===== src/rtl/mips_timer_pkg.sv =====
// Shared definitions for the memory-mapped countdown timer: register offsets,
// mode/state encodings and the address window used by the core's decode.
package mips_timer_pkg;

    localparam logic [1:0] TIMER_CTRL   = 2'd0;
    localparam logic [1:0] TIMER_PRESET = 2'd1;
    localparam logic [1:0] TIMER_COUNT  = 2'd2;
    localparam logic [1:0] TIMER_RSVD   = 2'd3;

    localparam logic [31:0] TIMER_ADDR_BASE = 32'h0000_7F00;
    localparam logic [31:0] TIMER_ADDR_LAST = 32'h0000_7F0B;

    typedef enum logic [1:0] {
        MODE_ONESHOT = 2'b00,
        MODE_RELOAD  = 2'b01
    } timer_mode_e;

    typedef enum logic [1:0] {
        ST_IDLE = 2'd0,
        ST_LOAD = 2'd1,
        ST_CNT  = 2'd2,
        ST_INT  = 2'd3
    } timer_state_e;

    // Only the exact 01 encoding reloads; 1x falls back to one-shot.
    function automatic logic is_reload(input logic [1:0] mode);
        return (mode == MODE_RELOAD);
    endfunction

    function automatic logic [31:0] merge_bytes(input logic [31:0] old_val,
                                                input logic [31:0] new_val,
                                                input logic [3:0]  be);
        logic [31:0] res;
        for (int i = 0; i < 4; i++) begin
            res[i*8 +: 8] = be[i] ? new_val[i*8 +: 8] : old_val[i*8 +: 8];
        end
        return res;
    endfunction

endpackage


===== src/rtl/timer_prescaler.sv =====
// Tick generator for the timer: one tick every 2^PS cycles, PS clamped to 7.
// Used only when TIMER_PRESCALE_EN is defined.
module timer_prescaler (
    input  logic       clk_I,
    input  logic       rst_I,
    input  logic       clr_I,
    input  logic [3:0] ps_I,
    output logic       tick_O
);

    logic [7:0] cnt_r;
    logic [2:0] ps_eff_s;
    logic [7:0] mask_s;

    // Clamp the prescale exponent and form the low-bit mask that marks a tick
    always_comb begin
        ps_eff_s = ps_I[3] ? 3'd7 : ps_I[2:0];
        mask_s   = (8'd1 << ps_eff_s) - 8'd1;
        tick_O   = ((cnt_r & mask_s) == mask_s);
    end

    // Free-running counter, restarted whenever the timer reloads
    always_ff @(posedge clk_I) begin
        if (!rst_I) begin
            cnt_r <= 8'd0;
        end else if (clr_I) begin
            cnt_r <= 8'd0;
        end else begin
            cnt_r <= cnt_r + 8'd1;
        end
    end

endmodule


===== src/rtl/mips_timer.sv =====
// Memory-mapped countdown timer (CTRL/PRESET/COUNT) with one-shot and
// auto-reload modes. Optional prescaler enabled by defining TIMER_PRESCALE_EN.
import mips_timer_pkg::*;

module mips_timer #(
    parameter logic [31:0] PRESET_RST = 32'h0000_0000
) (
    input  logic        clk_I,
    input  logic        rst_I,
    input  logic [1:0]  addr_I,
    input  logic        we_I,
    input  logic [3:0]  be_I,
    input  logic [31:0] din_I,
    output logic [31:0] dout_O,
    output logic        irq_O
);

    timer_state_e state_r, state_s;
    logic         en_r, en_w_s, en_s;
    logic [1:0]   mode_r, mode_s;
    logic         im_r, im_s;
    logic [31:0]  preset_r, preset_s;
    logic [31:0]  count_r, count_s;
    logic         irq_r, irq_s;
    logic         ctrl_wr_s;
    logic [3:0]   ctrl_lo_s;
    logic         load_s;
    logic         enter_int_s;
    logic         tick_s;
    logic [3:0]   ps_rd_s;

`ifdef TIMER_PRESCALE_EN
    logic [3:0]   ps_r, ps_s;

    timer_prescaler u_prescaler (
        .clk_I  (clk_I),
        .rst_I  (rst_I),
        .clr_I  (load_s),
        .ps_I   (ps_r),
        .tick_O (tick_s)
    );

    assign ps_rd_s = ps_r;

    // PS lives in the CTRL low byte alongside EN/MODE/IM
    always_comb begin
        ps_s = (ctrl_wr_s && be_I[0]) ? din_I[7:4] : ps_r;
    end
`else
    assign tick_s  = 1'b1;
    assign ps_rd_s = 4'd0;
`endif

    // Register write decode with per-lane byte enables
    always_comb begin
        ctrl_wr_s = we_I && (addr_I == TIMER_CTRL);
        ctrl_lo_s = be_I[0] ? din_I[3:0] : {im_r, mode_r, en_r};
        if (ctrl_wr_s) begin
            en_w_s = ctrl_lo_s[0];
            mode_s = ctrl_lo_s[2:1];
            im_s   = ctrl_lo_s[3];
        end else begin
            en_w_s = en_r;
            mode_s = mode_r;
            im_s   = im_r;
        end
        if (we_I && (addr_I == TIMER_PRESET)) begin
            preset_s = merge_bytes(preset_r, din_I, be_I);
        end else begin
            preset_s = preset_r;
        end
    end

    // Next-state and counter logic; a disabling CTRL write beats every other event
    always_comb begin
        state_s = state_r;
        count_s = count_r;
        load_s  = 1'b0;
        if (ctrl_wr_s && !en_w_s) begin
            state_s = ST_IDLE;
        end else begin
            case (state_r)
                ST_IDLE: begin
                    state_s = en_r ? ST_LOAD : ST_IDLE;
                end
                ST_LOAD: begin
                    count_s = preset_r;
                    load_s  = 1'b1;
                    state_s = ST_CNT;
                end
                ST_CNT: begin
                    if (count_r == 32'd0) begin
                        state_s = ST_INT;
                    end else if (tick_s) begin
                        if (count_r == 32'd1) begin
                            count_s = 32'd0;
                            state_s = ST_INT;
                        end else begin
                            count_s = count_r - 32'd1;
                        end
                    end else begin
                        count_s = count_r;
                    end
                end
                ST_INT: begin
                    state_s = (ctrl_wr_s || is_reload(mode_r)) ? ST_LOAD : ST_INT;
                end
                default: begin
                    state_s = ST_IDLE;
                end
            endcase
        end
        // One-shot expiry drops EN so software sees the timer has stopped
        enter_int_s = (state_s == ST_INT) && (state_r != ST_INT);
        en_s        = (enter_int_s && !is_reload(mode_s)) ? 1'b0 : en_w_s;
        irq_s       = (state_s == ST_INT) && im_s;
    end

    // State, register file and interrupt flop
    always_ff @(posedge clk_I) begin
        if (!rst_I) begin
            state_r  <= ST_IDLE;
            en_r     <= 1'b0;
            mode_r   <= 2'b00;
            im_r     <= 1'b0;
            preset_r <= PRESET_RST;
            count_r  <= 32'd0;
            irq_r    <= 1'b0;
`ifdef TIMER_PRESCALE_EN
            ps_r     <= 4'd0;
`endif
        end else begin
            state_r  <= state_s;
            en_r     <= en_s;
            mode_r   <= mode_s;
            im_r     <= im_s;
            preset_r <= preset_s;
            count_r  <= count_s;
            irq_r    <= irq_s;
`ifdef TIMER_PRESCALE_EN
            ps_r     <= ps_s;
`endif
        end
    end

    // Read mux, combinational from the word select
    always_comb begin
        case (addr_I)
            TIMER_CTRL:   dout_O = {24'd0, ps_rd_s, im_r, mode_r, en_r};
            TIMER_PRESET: dout_O = preset_r;
            TIMER_COUNT:  dout_O = count_r;
            default:      dout_O = 32'd0;
        endcase
    end

    assign irq_O = irq_r;

endmodule


===== config.mk =====
export PLATFORM = sky130hd
export DESIGN_NAME = mips_timer
export DESIGN_NICKNAME = d
export VERILOG_FILES = /design/src/rtl/mips_timer_pkg.sv /design/src/rtl/timer_prescaler.sv /design/src/rtl/mips_timer.sv
export SDC_FILE = /design/constraint.sdc
export NUM_CORES = 1
export LEC_CHECK = 0
export ABC_CLOCK_PERIOD_IN_PS = 2900
export CORE_AREA = 2 2 88 98
export DETAILED_ROUTE_END_ITERATION = 8
export DIE_AREA = 0 0 90 100
export PLACE_DENSITY = 0.81
export SYNTH_ARGS = -nofsm -noshare
export SYNTH_HDL_FRONTEND = slang
export SYNTH_SLANG_ARGS = --single-unit

===== constraint.sdc =====
create_clock -name clk_I -period 2.9 [get_ports clk_I]
set_clock_uncertainty 0.15 [all_clocks]
set_input_delay 0.29 -clock clk_I [delete_from_list [all_inputs] [get_ports clk_I]]
set_output_delay 0.29 -clock clk_I [all_outputs]
set_load 0.05 [all_outputs]

==> run metrics <==
status finished, final reports clean; clock-pin slew on the worst setup and hold paths ~0.08 ns; IO Port Bufs 73; GRT Overall Usage 0.2895; initial antenna violation count 0; post-synthesis mux area share 0.02433; number of diodes 0; global-route wire length before repair about 21000 µm; post-synthesis sequential element count between 70 and 80; WHS between 0.3 and 0.4 ns; synth top area cells dfxtp_1 34%, nand2_1 8.8%, a21oi_1 7.2%; clock buffer depth 2; critical path required time 2.98 ns; Synth Area in Adders 0.02103; CTS tree yes; Die Y roughly 100 µm; vias per cell about 6.5; Worst Max-Slew Pin Slew between 0.8 and 0.9 ns; XOR/XNOR Fraction of Synth Area 0; clock root buffer clkbuf_8; Post-CTS Setup Bufs 0; cts hold-fix bufs 0; slowest cell on the critical path or4_4; share of layout cells above drive strength 1 0.1443; Avg Inst Size Synth 7.742 µm²; Seq. cell area 1421 µm²; CTS resizes 0; Hold WC Path Type flop to flop; Ports 74; GR Overflow Total 0; FILL cells between 600 and 700; CP endpoint kind flop; core footprint roughly 8100 µm²; Synth Area in Compound Gates 0.2845; max-slew violations 0; P&R area growth vs syn 32.32%; remaining antenna violation count 0; Worst VDD drop around 0.0003 V; PD cells 489.4 nW/µm²; CTS Buf Count 9; 1st-pass router iterations 7; combinational family with the most area after synthesis compound AO/OA/AOI/OAI gates; EDFF count, synth 0; number of library cell types mapped by synthesis 59; RSZ-0062 raised after global routing no; vias about 4600; max cap viols 0; WP data arrival 2.73 ns; area of the multi-input gates roughly 2500 µm²; DR DRC count 0; total nets after synthesis just under 600; post-synthesis sequential area ratio 0.3412; Worst Setup Path Type flop to flop; die footprint around 9000 µm²; final setup fails 0; Worst R2R Setup Slack between 0.2 and 0.3 ns; Mapped Cells 538; f_max roughly 0.38 GHz; largest net degree at the start of global routing 37; vias in the first global route 4168; routability congestion estimate around 0.95; Cell Chain, Critical Path or4_4, nor4_4, a41oi_4, buf_4, a32oi_1, o22ai_1; Final Critical Period 2.646 ns; Synth Cell Area 4165 µm²; Initial Util 0.5114; simple-gate area share of the yosys netlist 0.2658; Relative slew margins 0.4486; worst skew pair latency approximately 0.35 ns; Syn. warnings 0; setup_tns 0 ns; main flop type after synthesis dfxtp_1; drt initial violations a little over 400; top-area cell type share of the netlist area 0.3412; Max FO, Critical Path 26; wire per inst 18.68 µm; hpwl dp ~9400 µm; max incr delay on CP 0.59 ns; Sink Count ~70; final hold viol count 0; total wire length between 10000 and 15000 µm; Static Leakage 0.002092 µW; row count 35; H-tree depth 3; Die Wd 90 µm; Period Utilization, post-route 0.9125; Synth area leader dfxtp_1; Worst setup SP type flop; Synth async-reset ratio 0; fin nets ~650
power by group:
part | switching, µW | total (µW) | internal (µW)
logic | 456 | 753 | 297
clock network | 410 | 922 | 512
registers | 27.2 | 1020 | 996
synth_stat cells, types with 10 or more instances:
cell type	count
dfxtp_1	71
a22o_1	27
a22oi_1	10
o22ai_1	15
inv_1	16
a32oi_1	11
and3_1	11
nand3_1	18
nor2_1	19
nor3_1	18
a21oi_1	60
clkbuf_1	35
nand2_1	98
logic make-up after synthesis:
kind of cell             count (synthesis)
flip-flops                              71
adder cells (fa/ha/maj)                  7
multiplexers                            10
AO/OA/AOI/OAI                          170
buffers and inverters                   62
AND/OR/NAND/NOR                        218
cell type report:
| type | instances | area share |
|---|---|---|
| multi-input combinational | 405 | 0.4511 |
| clock inverter | 6 | 0.01680 |
| timing repair buffer | 94 | 0.2125 |
| sequential | 71 | 0.2579 |
| tap | 111 | 0.02520 |
| clock buffer | 10 | 0.02497 |
| inverter | 17 | 0.01158 |
through the flow:
step	cell area [µm²]	setup slack (ns)	util	power, µW	std cells
final	5512	0.2537	0.6767	2698	714
after detailed placement	5281	0.3031	0.6484	1770	698
after global placement	5281	0.3822	0.6484	1755	698
after global routing	5512	0.1769	0.6767	2794	714
after CTS	5512	0.2921	0.6767	2674	714
after floorplan	4165	0.4472	-	1522	538
cells in the final DEF (no fill, tap or decap), types with 3 or more instances in the layout:
cell type and n:
nand2_1 98, dfxtp_1 71, a21oi_1 60, clkdlybuf4s50_1 41, buf_12 29, a22o_1 27, buf_4 24, nor2_1 19
nand3_1 18, nor3_1 18, inv_1 16, o22ai_1 15, and3_1 11, a32oi_1 11, a22oi_1 10, clkbuf_8 10
mux2i_1 9, o21ai_0 9, o32ai_1 9, nand4_1 9, nor4_1 7, ha_1 7, or4_1 5, or3_1 4
and2_1 4, o211ai_1 4, a31oi_1 4, o2111ai_1 3, nor2b_1 3, nand2b_1 3, a311oi_1 3
registers in the layout, summed over array words and instances, names as in the netlist:
name / flops
preset_r: 32
im_r: 1
en_r: 1
mode_r: 2
irq_O: 1
state_r: 2
count_r: 32
final timing paths:
kind	startpoint	endpoint	depth (start not counted)
min	preset_r[30]	preset_r[30]	2
max	count_r[23]	count_r[30]	6
max reg2reg	count_r[23]	count_r[30]	6
min reg2reg	preset_r[30]	preset_r[30]	2
critical path, delay by kind of cell (launching register included):
family	cells	cell delay, ns
buffers and inverters	1	0.32
flip-flops	1	0.35
AO/OA/AOI/OAI	3	0.67
AND/OR/NAND/NOR	2	1.02
layer usage:
layer | GRT usage | wire length [µm]
met1 | 0.3907 | 5623
met2 | 0.4656 | 6174
met3 | 0.04805 | 1180
met4 | 0.1172 | 362
met5 | 0 | 0
Note: power is estimated with default switching activity, not from simulation.
